## src/rtl/fsm_stim_sequencer.sv

```systemverilog
// Table-driven stimulus sequencer: replays programmed (a,b) steps into the FSM and logs q per step.
// Optional SEQ_CHECK_EN adds an expected-response table, a mismatch counter and a pass flag.
module fsm_stim_sequencer #(
    parameter  int DEPTH = 16,
    parameter  int LAT   = 1,
    localparam int AW    = $clog2(DEPTH)
) (
    input  logic             clock,
    input  logic             reset,
    input  logic             wr_en,
    input  logic [AW-1:0]    wr_addr,
    input  logic [1:0]       wr_data,
    input  logic [AW:0]      len,
    input  logic             start,
    output logic             busy,
    output logic             done,
    output logic             a_out,
    output logic             b_out,
    input  logic             q_in,
    output logic [DEPTH-1:0] q_log
`ifdef SEQ_CHECK_EN
    ,
    input  logic             wr_exp,
    output logic [AW:0]      err_count,
    output logic             pass
`endif
);

    typedef enum logic [1:0] {S_IDLE, S_RUN, S_DRAIN, S_DONE} state_t;

    state_t                 state_q, state_d;
    logic [DEPTH-1:0][1:0]  tbl_q, tbl_d;
    logic [AW:0]            len_q, len_d, len_c;
    logic [AW-1:0]          idx_q, idx_d, idx_nxt;
    logic [1:0]             drv_q, drv_d;
    logic [2:0]             drain_q, drain_d;
    logic                   tag_vld_d;
    logic [AW-1:0]          tag_idx_d;
    logic                   clr_log;
    logic                   wr_ok;
    // Stage 0 tags the step currently on a_out/b_out; stage LAT lines up with its q_in.
    logic [LAT:0]           pv_q;
    logic [LAT:0][AW-1:0]   pi_q;

    assign wr_ok   = (state_q == S_IDLE) && wr_en;
    assign len_c   = (len > (AW+1)'(DEPTH)) ? (AW+1)'(DEPTH) : len;
    assign idx_nxt = idx_q + 1'b1;
    assign busy    = (state_q != S_IDLE);
    assign a_out   = drv_q[1];
    assign b_out   = drv_q[0];

    always_comb begin
        tbl_d = tbl_q;
        if (wr_ok) begin
            tbl_d[wr_addr] = wr_data;
        end
    end

    always_comb begin
        state_d   = state_q;
        len_d     = len_q;
        idx_d     = idx_q;
        drv_d     = 2'b00;
        drain_d   = drain_q;
        tag_vld_d = 1'b0;
        tag_idx_d = idx_q;
        clr_log   = 1'b0;
        done      = 1'b0;
        case (state_q)
            S_IDLE: begin
                if (start) begin
                    len_d   = len_c;
                    idx_d   = '0;
                    clr_log = 1'b1;
                    if (len_c != '0) begin
                        // Read through the write port so a same-cycle write is replayed.
                        state_d   = S_RUN;
                        drv_d     = tbl_d[0];
                        tag_vld_d = 1'b1;
                        tag_idx_d = '0;
                    end else begin
                        state_d = S_DONE;
                    end
                end
            end
            S_RUN: begin
                if ({1'b0, idx_q} == len_q - 1'b1) begin
                    state_d = S_DRAIN;
                    drain_d = '0;
                end else begin
                    idx_d     = idx_nxt;
                    drv_d     = tbl_q[idx_nxt];
                    tag_vld_d = 1'b1;
                    tag_idx_d = idx_nxt;
                end
            end
            S_DRAIN: begin
                if (drain_q == 3'(LAT-1)) begin
                    state_d = S_DONE;
                end else begin
                    drain_d = drain_q + 1'b1;
                end
            end
            S_DONE: begin
                done    = 1'b1;
                state_d = S_IDLE;
            end
            default: state_d = S_IDLE;
        endcase
    end

    always_ff @(posedge clock) begin
        if (reset) begin
            state_q <= S_IDLE;
            tbl_q   <= '0;
            len_q   <= '0;
            idx_q   <= '0;
            drv_q   <= '0;
            drain_q <= '0;
            pv_q    <= '0;
            pi_q    <= '0;
            q_log   <= '0;
        end else begin
            state_q <= state_d;
            tbl_q   <= tbl_d;
            len_q   <= len_d;
            idx_q   <= idx_d;
            drv_q   <= drv_d;
            drain_q <= drain_d;
            pv_q    <= {pv_q[LAT-1:0], tag_vld_d};
            pi_q    <= {pi_q[LAT-1:0], tag_idx_d};
            if (clr_log) begin
                q_log <= '0;
            end else if (pv_q[LAT]) begin
                q_log[pi_q[LAT]] <= q_in;
            end
        end
    end

`ifdef SEQ_CHECK_EN
    logic [DEPTH-1:0] exp_q;
    logic [AW:0]      err_q;

    assign err_count = err_q;
    assign pass      = (state_q == S_DONE) && (err_q == '0);

    always_ff @(posedge clock) begin
        if (reset) begin
            exp_q <= '0;
            err_q <= '0;
        end else begin
            if (wr_ok) begin
                exp_q[wr_addr] <= wr_exp;
            end
            if (clr_log) begin
                err_q <= '0;
            end else if (pv_q[LAT] && (q_in != exp_q[pi_q[LAT]])) begin
                err_q <= err_q + 1'b1;
            end
        end
    end
`endif

endmodule

```

## config.mk

```make
export PLATFORM = sky130hd
export DESIGN_NAME = fsm_stim_sequencer
export DESIGN_NICKNAME = d
export VERILOG_FILES = /design/src/rtl/fsm_stim_sequencer.sv
export SDC_FILE = /design/constraint.sdc
export NUM_CORES = 1
export LEC_CHECK = 0
export CAP_MARGIN = 20
export CORE_ASPECT_RATIO = 0.8
export CORE_MARGIN = 3
export CORE_UTILIZATION = 50
export DETAILED_ROUTE_END_ITERATION = 8
export PLACE_DENSITY_LB_ADDON = 0.15
export SLEW_MARGIN = 10
export SYNTH_ARGS = -nofsm -noshare
export SYNTH_HDL_FRONTEND = slang
export SYNTH_SLANG_ARGS = --single-unit
```

## constraint.sdc

```tcl
create_clock -name clock -period 2 [get_ports clock]
set_input_delay 0.3 -clock clock [delete_from_list [all_inputs] [get_ports clock]]
set_output_delay 0.3 -clock clock [all_outputs]
set_load 0.1 [all_outputs]
```

# --- Yosys cells after proc, flatten, opt, wreduce, memory -nomap -nowiden ---
# Cells that the tools add are included.
classes:
  add_sub_neg: 3
  n_eq_ne: 8
  n_lt_le_gt_ge: 6
  n_reduce_logical: 14
  mux: 35
op_table:
  columns: ["cell", "n"]
  rows:
  - ["$bwmux W32", 1]
  - ["$mux W2", 10]
  - ["$bwmux W16", 1]
  - ["$mux W4", 4]
  - ["$pmux W4 S2", 2]
  - ["$lt A4 B5 Y1 const B", 3]
  - ["$bmux W2 S4", 1]
  - ["$demux W2 S4", 1]
  - ["$ge A4 B1 Y1 const B", 2]
  - ["$ne A2 B2 Y1 const B", 4]
  - ["$pmux W2 S4", 1]
  - ["$mux W1", 7]
  - ["$mux W3", 2]
  - ["$pmux W3 S2", 1]
  - ["$reduce_and A3 Y1", 2]
  - ["$reduce_bool A2 Y1", 3]
  - ["$eq A4 B5 Y1", 1]
  - ["$gt A5 B5 Y1 const B", 1]
  - ["$mux W5", 1]
  - ["$reduce_bool A5 Y1", 1]
  - ["$sub A5 B1 Y5 const B", 1]
  - ["$add A4 B1 Y4 const B", 1]
  - ["$demux W1 S4", 1]
  - ["$eq A2 B2 Y1 const B", 2]
  - ["other kinds (9)", 12]
word_totals:
  reg_bits: 74
  input_bits: 16
  elab_cells: 91
  out_inout_bits: 20

# --- Longest topological paths before layout ---
# Gate-level depths: netlist (run 1).
logic_depth:
  depth_word: 9
  ltp_mapped: 8
  mapped_depth_nobuf: 7

# --- Worst setup path after synthesis (run 1) ---
# OpenSTA, ideal clock, no wires.
synth_timing:
  path_type: "reg2reg"
  startpoint: "register state_q[0]"
  endpoint: "register state_q[1]"
  path_buffers: 1
  synth_period_minus_slack_ns: 2.091
  t_arrival_ns: 2.004
  t_required_ns: 1.913
  path_slack_ns: -0.091
  stages_incl_launch_ff: 8
  setup_ns: 0.087
  path_cell_list: "dfxtp_1 > inv_1 > ha_1 > clkbuf_1 > inv_1 > a21oi_1 > a2111o_1 > o31ai_1"
synth_between:
  elab_chain_cells: 3
  word_cells_on_any_way: 9
  classes_between: "eq/ne: 6; mux: 1; reduce/logical: 2"
synth_rtl:
  columns: ["item", "line", "source"]
  rows:
  - ["start: declaration", "31", "state_t state_q, state_d;"]
  - ["start signal: assignment", "124", "state_q <= state_d;"]
  - ["$eq A2 B2 Y1 (tied with other cells)", "69", "case (state_q)"]
  - ["$ne A2 B2 Y1 (no line)", null, null]
  - ["$reduce_and A3 Y1 (no line)", null, null]
# Several ways; a longest one is shown, not always the timed one.
# A chain may end at the register's enable or synchronous reset.

# --- Final worst setup path (run 1) ---
layout_timing:
  startpoint: "register idx_q[0]"
  endpoint: "register drv_q[0]"
layout_between:
  elab_chain_cells: 5
  word_cells_on_any_way: 6
  classes_between: "add/sub: 1; eq/ne: 1; mux: 4"
layout_rtl:
  columns: ["item", "line", "source"]
  rows:
  - ["start: declaration", "34", "logic [AW-1:0] idx_q, idx_d, idx_nxt;"]
  - ["start signal: assignment", "127", "idx_q <= idx_d;"]
  - ["$add A4 B1 Y4", "47", "assign idx_nxt = idx_q + 1'b1;"]
  - ["$bmux W2 S4", "92", "drv_d = tbl_q[idx_nxt];"]
  - ["$mux W2 (not written as such)", "92", null]
  - ["$mux W2 (*)", "87", "if ({1'b0, idx_q} == len_q - 1'b1) begin"]
  - ["$pmux W2 S2 (*)", "69", null]
  - ["end signal: assignment", "128", "drv_q <= drv_d;"]
  - ["end: declaration", "35", "logic [1:0] drv_q, drv_d;"]
# Every way passes the cells marked *; elsewhere a longest branch is shown, timed or not. The select of a mux whose other input is x is not followed.

==> results of run 1 <==
## stage by stage
| step | cell area [um2] | cells | hold slack (ps) |
|---|---|---|---|
| 6_report | 4289 | 546 | 432.0 |
| 5_1_grt | 4289 | 546 | 444.7 |
| 4_1_cts | 4235 | 544 | 433.6 |
| 3_5_place_dp | 4056 | 528 | 425.1 |
| 3_3_place_gp | 4056 | 528 | 416.6 |
| 2_1_floorplan | 3560 | 407 | 413.8 |
## layer usage
layer	global-route usage	vias up	share of wire	wire length (um)
li1	-	1543	-	-
met3	0.05178	12	0.057	460
met1	0.2892	1418	0.50	4022
met4	0.06326	0	0.012	95
met5	0	-	0	0
met2	0.3214	66	0.43	3479
## state kept, by name (all words and copies together), names as in the netlist
signal / count
drain_q: 3
len_q: 5
state_q: 2
pi_q: 8
q_log: 16
tbl_q: 32
drv_q: 2
pv_q: 2
idx_q: 4
## report_power, final
part | switching [uW] | internal [uW] | total, uW
sequential | 43.4 | 1540 | 1580
combinational | 624 | 388 | 1010
clock | 577 | 489 | 1070
## worst max-delay path by stage
stage / from / end / slack [ps] / depth (start not counted)
after floorplan: state_q[0] / pi_q[0] / 70 / 7
after global placement: idx_q[1] / drv_q[1] / 50 / 5
after detailed placement: idx_q[1] / drv_q[1] / 50 / 5
after CTS: idx_q[1] / drv_q[1] / 30 / 5
after global routing: len_q[1] / pi_q[2] / -10 / 8
final: idx_q[0] / drv_q[0] / 70 / 5
## cell usage after synthesis, drive strengths merged (2+ instances only)
| library cell | count | area share |
|---|---|---|
| o32ai | 3 | 0.0074 |
| o21ai | 32 | 0.045 |
| clkbuf | 17 | 0.018 |
| a211oi | 2 | 0.0042 |
| mux4 | 10 | 0.069 |
| nand2b | 8 | 0.014 |
| a2111o | 2 | 0.0063 |
| ha | 8 | 0.028 |
| a21o | 2 | 0.0042 |
| a31oi | 2 | 0.0035 |
| nor3b | 5 | 0.011 |
| dfxtp | 74 | 0.42 |
| xnor2 | 3 | 0.0074 |
| or4 | 2 | 0.0042 |
| nor2b | 7 | 0.012 |
| nand4b | 4 | 0.0099 |
| nand3b | 4 | 0.0084 |
| nor3 | 9 | 0.013 |
| mux2i | 21 | 0.059 |
| buf | 5 | 0.014 |
| a21oi | 45 | 0.063 |
| nand2 | 47 | 0.050 |
| nor2 | 52 | 0.055 |
| xor2 | 4 | 0.0099 |
| nand3 | 10 | 0.014 |
| or3 | 3 | 0.0053 |
| a211o | 2 | 0.0049 |
| o31ai | 2 | 0.0042 |
| inv | 10 | 0.011 |
| o22ai | 2 | 0.0035 |
| nand4 | 2 | 0.0035 |
## timing repair
| item | in CTS | in global routing |
|---|---|---|
| resized for setup | 0 | 10 |
| setup buffers | 0 | 2 |
| hold buffers | 0 | 0 |
| setup endpoints to repair | 0 | 11 |
## final cells by class
cell class | instances | area, um2
fillers | 575 | 2347
multi-input cells | 301 | 1957
flip-flops and latches | 74 | 1483
repair buffers | 61 | 524.3
clock buffers | 11 | 141.4
well taps | 84 | 105.1
inverters | 10 | 41.29
clock inverters | 5 | 37.54
## cell families after synthesis
group / count (synthesis) / synth area share
simple gates: 157 / 0.2084
buf+inv: 32 / 0.04224
mux: 31 / 0.1278
fa+ha+maj: 8 / 0.02816
xor+xnor: 7 / 0.01725
flops: 74 / 0.4168
compound gates: 98 / 0.1594
==> out/metrics.yaml, run 1 <==
cells_and_area:
  drive_above_1_share: 0.1710
  diodes: 0
  area_growth_pct: 20.66
  layout_commonest_cell: "dfxtp_1"
  fin_util: 0.6463
  fin_nets: 481
  layout_common_cells: "73 x dfxtp_1, 52 x nor2_1, 46 x nand2_1"
drt:
  drtPass1Iterations: 4
  drtAntennaViolNets: 0
  first_iter_violations: 196
  route.detailed.drc: 0
  vias: 3039
  wl_per_cell_um: 14.76
  viasPerCell: 5.566
  totalWireLength_mm: 8.057
sta:
  slew_headroom: 0.6078
  setup-tns-final_ps: 0
  fin_ws_ps: 73.30
  slew_viol_final: 0
  clock_skew_ps: 7.197
  tightest_slew_ps: 587.0
  setup_violations: 0
  post-route-period-util: 0.9633
  grt_setup_unrepaired: "yes"
  fmax_mhz: 519.0
  hold_viol_final: 0
  finalCriticalPeriod_ps: 1927
floorplanning:
  initial_core_util: 0.5356
  io_pins: 36
  die_area_um2: 8163
  num_rows: 26
  die_y_um: 81.42
  core_area_um2: 6636
  die_w_um: 100.3
global_route:
  grt_overflow_total: 0
  track_usage: 0.2080
  antenna_found_initial: 0
  grt_pass1_wl_mm: 13.48
  grt_pass1_vias: 2865
  grt_max_degree: 30
worst_setup_path:
  path_buf_inv: 2
  cp_max_fo: 15
  regToRegSetupSlack_ps: 70
  cpLargestDelayFamily: "multiplexers"
  critPathCaptureType: "flop"
  r2r_end: "drv_q[0]"
  cp_slowest_cell: "mux4_1"
  arrival_ps: 2150
  cp.required_ps: 2230
  slowest_delay_ps: 620
  rr_startpoint: "idx_q[0]"
  cp-start-kind: "flop"
  path_cells: "buf_6, mux4_1, mux4_2, inv_1, o32ai_2"
  rr_worst_depth: 5
  worstSetupPathType: "reg2reg"
synth:
  ys_seq_elements: 74
  yosysSeqAreaShare: 0.4168
  synth_cell_types: 44
  synthCells: 407
  yosys_warnings: 0
  synthFlopType: "dfxtp_1"
  syn-cell-area_um2: 3555
  avgSynthCellArea_um2: 8.734
  synth_edf_count: 0
  synth_nets: 431
  synth-async-reset-ratio: 0
clock_tree:
  clk_path_buf_depth: 2
  cts_buffers: 9
  insertion_delay_ps: 350
  clk_pin_slew_ps: 80
  cts_tree: "yes"
  htreeDepth: 3
  cts_root_buf: "clkbuf_8"
  cts_sinks: 74
min_path:
  hold_path_end: "pi_q[4]"
  hold_class: "reg2reg"
  hold_start: "pi_q[0]"
  min_path_cells: 1
placement:
  gp_congestion: 0.8937
  pre_cts_ws_ps: 48.43
  port_buffers: 35
  hpwl_mm: 5.766
run_status:
  outcome: "completed"
power_and_ir_drop:
  powerDensity_nw_per_um2: 852.8
  p_total_uw: 3658
  vdd_ir_drop_max_mv: 0.7040
  leakagePower_uw: 0.001647
run:
  drv_cap: 0
Note: power is estimated with default switching activity, not from simulation.
==> run 2, diff against run 1 <==
CORE_ASPECT_RATIO = 1.25   (was 0.8)
==> run 2 against run 1 <==
Net effect:
- combinational power about the same
- largest power group unchanged
- global-route usage grew 0.74 points
- worst hold slack gained 8.8 ps
- via count up 1.4%
- routed wire length up 0.89%
- maximum frequency is 0.89% lower
- largest cell class unchanged
- die area stayed put
==> out/metrics.yaml, run 2 (same netlist as run 1, synthesis figures left out) <==
drt:
  drtPass1Iterations: 4
  vias: 3081
  first_iter_violations: 204
  drtAntennaViolNets: 0
  totalWireLength_mm: 8.129
  viasPerCell: 5.612
  wl_per_cell_um: 14.81
  route.detailed.drc: 0
cells_and_area:
  fin_nets: 481
  top_regs: "tbl_q (32), q_log (16), pi_q (8)"
  diodes: 0
  drive_above_1_share: 0.1732
  fin_util: 0.6464
  largest_reg_flops: 32
  area_growth_pct: 22.39
  top_register: "tbl_q"
  layout_commonest_cell: "dfxtp_1"
  layout_common_cells: "72 x dfxtp_1, 52 x nor2_1, 46 x nand2_1"
global_route:
  grt_pass1_vias: 2972
  grt_max_degree: 45
  grt_pass1_wl_mm: 13.61
  track_usage: 0.2154
  grt_overflow_total: 0
  antenna_found_initial: 0
clock_tree:
  cts_buffers: 9
  cts_tree: "yes"
  cts_sinks: 74
  htreeDepth: 3
  cts_root_buf: "clkbuf_8"
  clk_path_buf_depth: 2
  clk_pin_slew_ps: 80
  insertion_delay_ps: 360
worst_setup_path:
  rr_startpoint: "len_q[1]"
  cp-start-kind: "flop"
  critPathCaptureType: "flop"
  critical_path.endpoint: "idx_q[0]"
  startpoint: "len_q[1]"
  cp.required_ps: 2260
  rr_worst_depth: 8
  regToRegSetupSlack_ps: 60
  worstSetupPathType: "reg2reg"
  cp_max_fo: 7
  r2r_end: "idx_q[0]"
  arrival_ps: 2210
power_and_ir_drop:
  vdd_ir_drop_max_mv: 0.5605
  powerDensity_nw_per_um2: 881.0
  leakagePower_uw: 0.001661
  p_total_uw: 3833
sta:
  slew_headroom: 0.6139
  slew_viol_final: 0
  hold_viol_final: 0
  finalCriticalPeriod_ps: 1944
  post-route-period-util: 0.9720
  setup_violations: 0
  grt_setup_unrepaired: "yes"
  fmax_mhz: 514.4
  clock_skew_ps: 16.98
  tightest_slew_ps: 575.1
run_status:
  outcome: "completed"
floorplanning:
  die_y_um: 100.3
  io_pins: 36
  core_area_um2: 6730
  die_area_um2: 8163
  num_rows: 33
  die_w_um: 81.42
  initial_core_util: 0.5282
placement:
  port_buffers: 35
  hpwl_mm: 5.840
  gp_congestion: 0.8064
min_path:
  min_path_cells: 1
  hold_class: "reg2reg"
run:
  drv_cap: 0
==> run 2: per-stage QoR <==
step | instance area (um2) | hold slack, ps | cells | setup WS (ps) | TNS (ps)
after floorplan | 3560 | 413.8 | 407 | 66.49 | 0
after global placement | 4073 | 419.9 | 531 | 52.61 | 0
after detailed placement | 4073 | 427.2 | 531 | 32.66 | 0
after CTS | 4282 | 443.8 | 547 | 14.97 | 0
after global routing | 4350 | 451.2 | 549 | -37.41 | -61.25
final | 4350 | 440.8 | 549 | 55.93 | 0
==> run 2: repair_timing <==
item,4_1_cts,5_1_grt
gates resized for setup,1,12
buffers inserted,0,2
hold buffers,0,0
setup endpoints to repair,1,15
pin swaps,0,3
==> run 2: worst min-delay path by stage <==
| stage | slack [ps] | to | from |
|---|---|---|---|
| after detailed placement | 430 | pv_q[1] | pv_q[0] |
| final | 440 | pi_q[6] | pi_q[2] |
| after global routing | 450 | pv_q[1] | pv_q[0] |
| after global placement | 420 | pv_q[1] | pv_q[0] |
| after floorplan | 410 | pi_q[4] | pi_q[0] |
| after CTS | 440 | pv_q[1] | pv_q[0] |
==> run 2: per-layer routing <==
layer | up-vias | GRT usage | wire (um)
met1 | 1465 | 0.2516 | 3394
met5 | - | 0 | 0
met4 | 0 | 0.08843 | 190
li1 | 1539 | - | -
met3 | 16 | 0.03770 | 267
met2 | 61 | 0.3814 | 4275
==> run 2: report_power, final <==
part           internal (uW)  switching (uW)  leakage [uW]
registers               1540            44.8      0.000599
logic                    399             631      0.000964
clock network            598             623     0.0000988
==> run 2: worst max-delay path: stages, from the launching register on <==
cell      delay [ps]
dfxtp_2          340
inv_1             40
ha_2             190
nand3b_1         160
a21o_1           260
a211o_4          400
buf_4            150
mux2i_1          120
o31ai_1          200
==> run 2: area by class of cell <==
type                    count  area, um2
inverters                  10      41.29
fillers                   587       2380
clock buffers               9      123.9
well taps                  87      108.9
multi-input cells         301       1973
clock inverters             7      82.58
repair buffers             61      536.8
flip-flops and latches     74       1484
==> run 3, diff against run 2 <==
GPL_TIMING_DRIVEN = 1   (was default)
clock period = 1.8 ns   (was 2 ns; I/O delays follow)
==> run 3 against run 2 <==
Net effect:
- the run now ends with setup timing left
- sequential share of layout area down 1.8 points
- core utilization increased by 3.9 points
- non-clock buffer count up 25
- critical path type unchanged
- flip-flop and latch count did not move
- via count up 3.1%
- setup slack got worse by 84 ps
- largest cell class unchanged
- global-route usage is 0.63 points higher
- clock power is 19% higher
==> out/metrics.yaml, run 3 (same netlist as run 1, synthesis figures left out) <==
sta:
  setup-tns-final_ps: -28.46
  slew_headroom: 0.5192
  post-route-period-util: 1.016
  holdWs_ps: 442.9
  setup_violations: 1
  fin_ws_ps: -28.46
  slew_viol_final: 0
  hold_viol_final: 0
  finalCriticalPeriod_ps: 1828
  clock_skew_ps: 9.299
  fmax_mhz: 546.9
  tightest_slew_ps: 713.6
  grt_setup_unrepaired: "yes"
power_and_ir_drop:
  vdd_ir_drop_max_mv: 0.6108
  powerDensity_nw_per_um2: 996.7
  leakagePower_uw: 0.001782
cells_and_area:
  seqCellArea_um2: 1490
  diodes: 0
  multi_input_area_um2: 1993
  drive_above_1_share: 0.2464
  fillCellCount: 553
  fin_nets: 506
  largest_reg_flops: 32
  layout_commonest_cell: "dfxtp_1"
  layout_common_cells: "69 x dfxtp_1, 63 x buf_4, 52 x nor2_1"
  design_area_um2: 4611
  top_register: "tbl_q"
  layout.cells.non_filler: 574
  area_growth_pct: 29.71
  top_regs: "tbl_q (32), q_log (16), pi_q (8)"
placement:
  pre_cts_ws_ps: -15.18
  hpwl_mm: 6.347
  gp_congestion: 0.9050
  dpl_cell_area_um2: 4237
  port_buffers: 35
  numPlacedInstances: 552
worst_setup_path:
  path_buf_inv: 1
  cp_max_fo: 5
  slowest_delay_ps: 480
  arrival_ps: 2060
  path_cells: "ha_4, buf_6, mux4_2, mux4_2, nand4_1, o21ai_1"
  worstSetupPathType: "reg2reg"
  cpMostUsedCell: "mux4_2"
  r2r_end: "drv_q[1]"
  cp.required_ps: 2030
  rr_startpoint: "idx_q[0]"
  cp_slowest_cell: "mux4_2"
  critPathCaptureType: "flop"
  regToRegSetupSlack_ps: -30
  rr_worst_depth: 6
  cpLargestDelayFamily: "multiplexers"
  cp-start-kind: "flop"
floorplanning:
  num_rows: 33
  die_area_um2: 8163
  io_pins: 36
  core_area_um2: 6730
  die_y_um: 100.3
  initial_core_util: 0.5282
  die_w_um: 81.42
drt:
  first_iter_violations: 188
  drtAntennaViolNets: 0
  viasPerCell: 5.533
  wl_per_cell_um: 15.14
  route.detailed.drc: 0
  drtPass1Iterations: 4
  totalWireLength_mm: 8.688
  vias: 3176
global_route:
  track_usage: 0.2217
  grt_max_degree: 25
  grt_pass1_vias: 2999
  grt_overflow_total: 0
  antenna_found_initial: 0
  grt_pass1_wl_mm: 14.09
clock_tree:
  hold_buffers: 0
  cts_root_buf: "clkbuf_8"
  clk_path_buf_depth: 2
  clk_pin_slew_ps: 80
  htreeDepth: 3
  cts_sinks: 74
  cts_tree: "yes"
  cts_buffers: 9
  insertion_delay_ps: 350
min_path:
  hold_path_end: "pi_q[5]"
  hold_start: "pi_q[1]"
  min_path_cells: 1
  hold_class: "reg2reg"
run_status:
  outcome: "complete, but fails checks"
  violations: "setup timing"
run:
  drv_cap: 0
## run 3: cell types whose count changed in the layout (fill, tap and decap cells not counted), sizes merged
cell / delta
buf: +24
clkinv: +3
inv: -2
bufinv: +1
clkbuf: +1
clkinvlp: -2
## run 3: metal layers
layer  routed length (um)  vias to the layer above  global-route usage
met5                    0                        -                   0
met4                  264                        0             0.08713
met3                  324                       24             0.04758
met2                 4538                       79              0.3871
met1                 3561                     1486              0.2598
li1                     -                     1587                   -
## run 3: report_power, final
group          switching, uW  total (uW)  internal, uW
Sequential              56.4        1770          1710
Clock                    661        1450           793
Combinational            757        1370           616
Total                   1470        4600          3120
## run 3: how the worst max path moves through the flow
stage,startpoint,endpoint,slack (ps),depth (start not counted)
3_3_place_gp,idx_q[0],drv_q[0],-2,5
5_1_grt,len_q[0],idx_q[1],-80,8
6_report,idx_q[0],drv_q[1],-30,6
3_5_place_dp,idx_q[0],drv_q[0],-20,5
2_1_floorplan,len_q[0],state_q[1],-20,8
4_1_cts,idx_q[0],drv_q[1],-10,6
## run 3: area by class of cell
cell class / count / share of cell area
Multi-Input combinational cell: 301 / 0.4323
Inverter: 10 / 0.008955
Clock inverter: 7 / 0.02171
Sequential cell: 74 / 0.3232
Clock buffer: 9 / 0.02687
Timing Repair Buffer: 86 / 0.1634
Tap cell: 87 / 0.02361
## run 3: repair_timing
item                                    in CTS  in global routing
endpoints found under the setup margin      16                 17
gates resized for setup                      6                 21
cloned                                       0                  1
buffers inserted                             1                  4
pin swaps                                    3                  9
## run 3: metrics by stage
step | util | power [uW]
global route | 0.6851 | 4821
floorplan | - | 2563
CTS | 0.6693 | 4469
finish | 0.6851 | 4595
global placement | 0.6295 | 2947
detailed placement | 0.6295 | 2971
## run 3: worst register-to-register path, stage by stage (launching register included)
cell and delay, ps:
dfxtp_4 380, ha_4 280, buf_6 120, mux4_2 290
mux4_2 480, nand4_1 110, o21ai_1 60
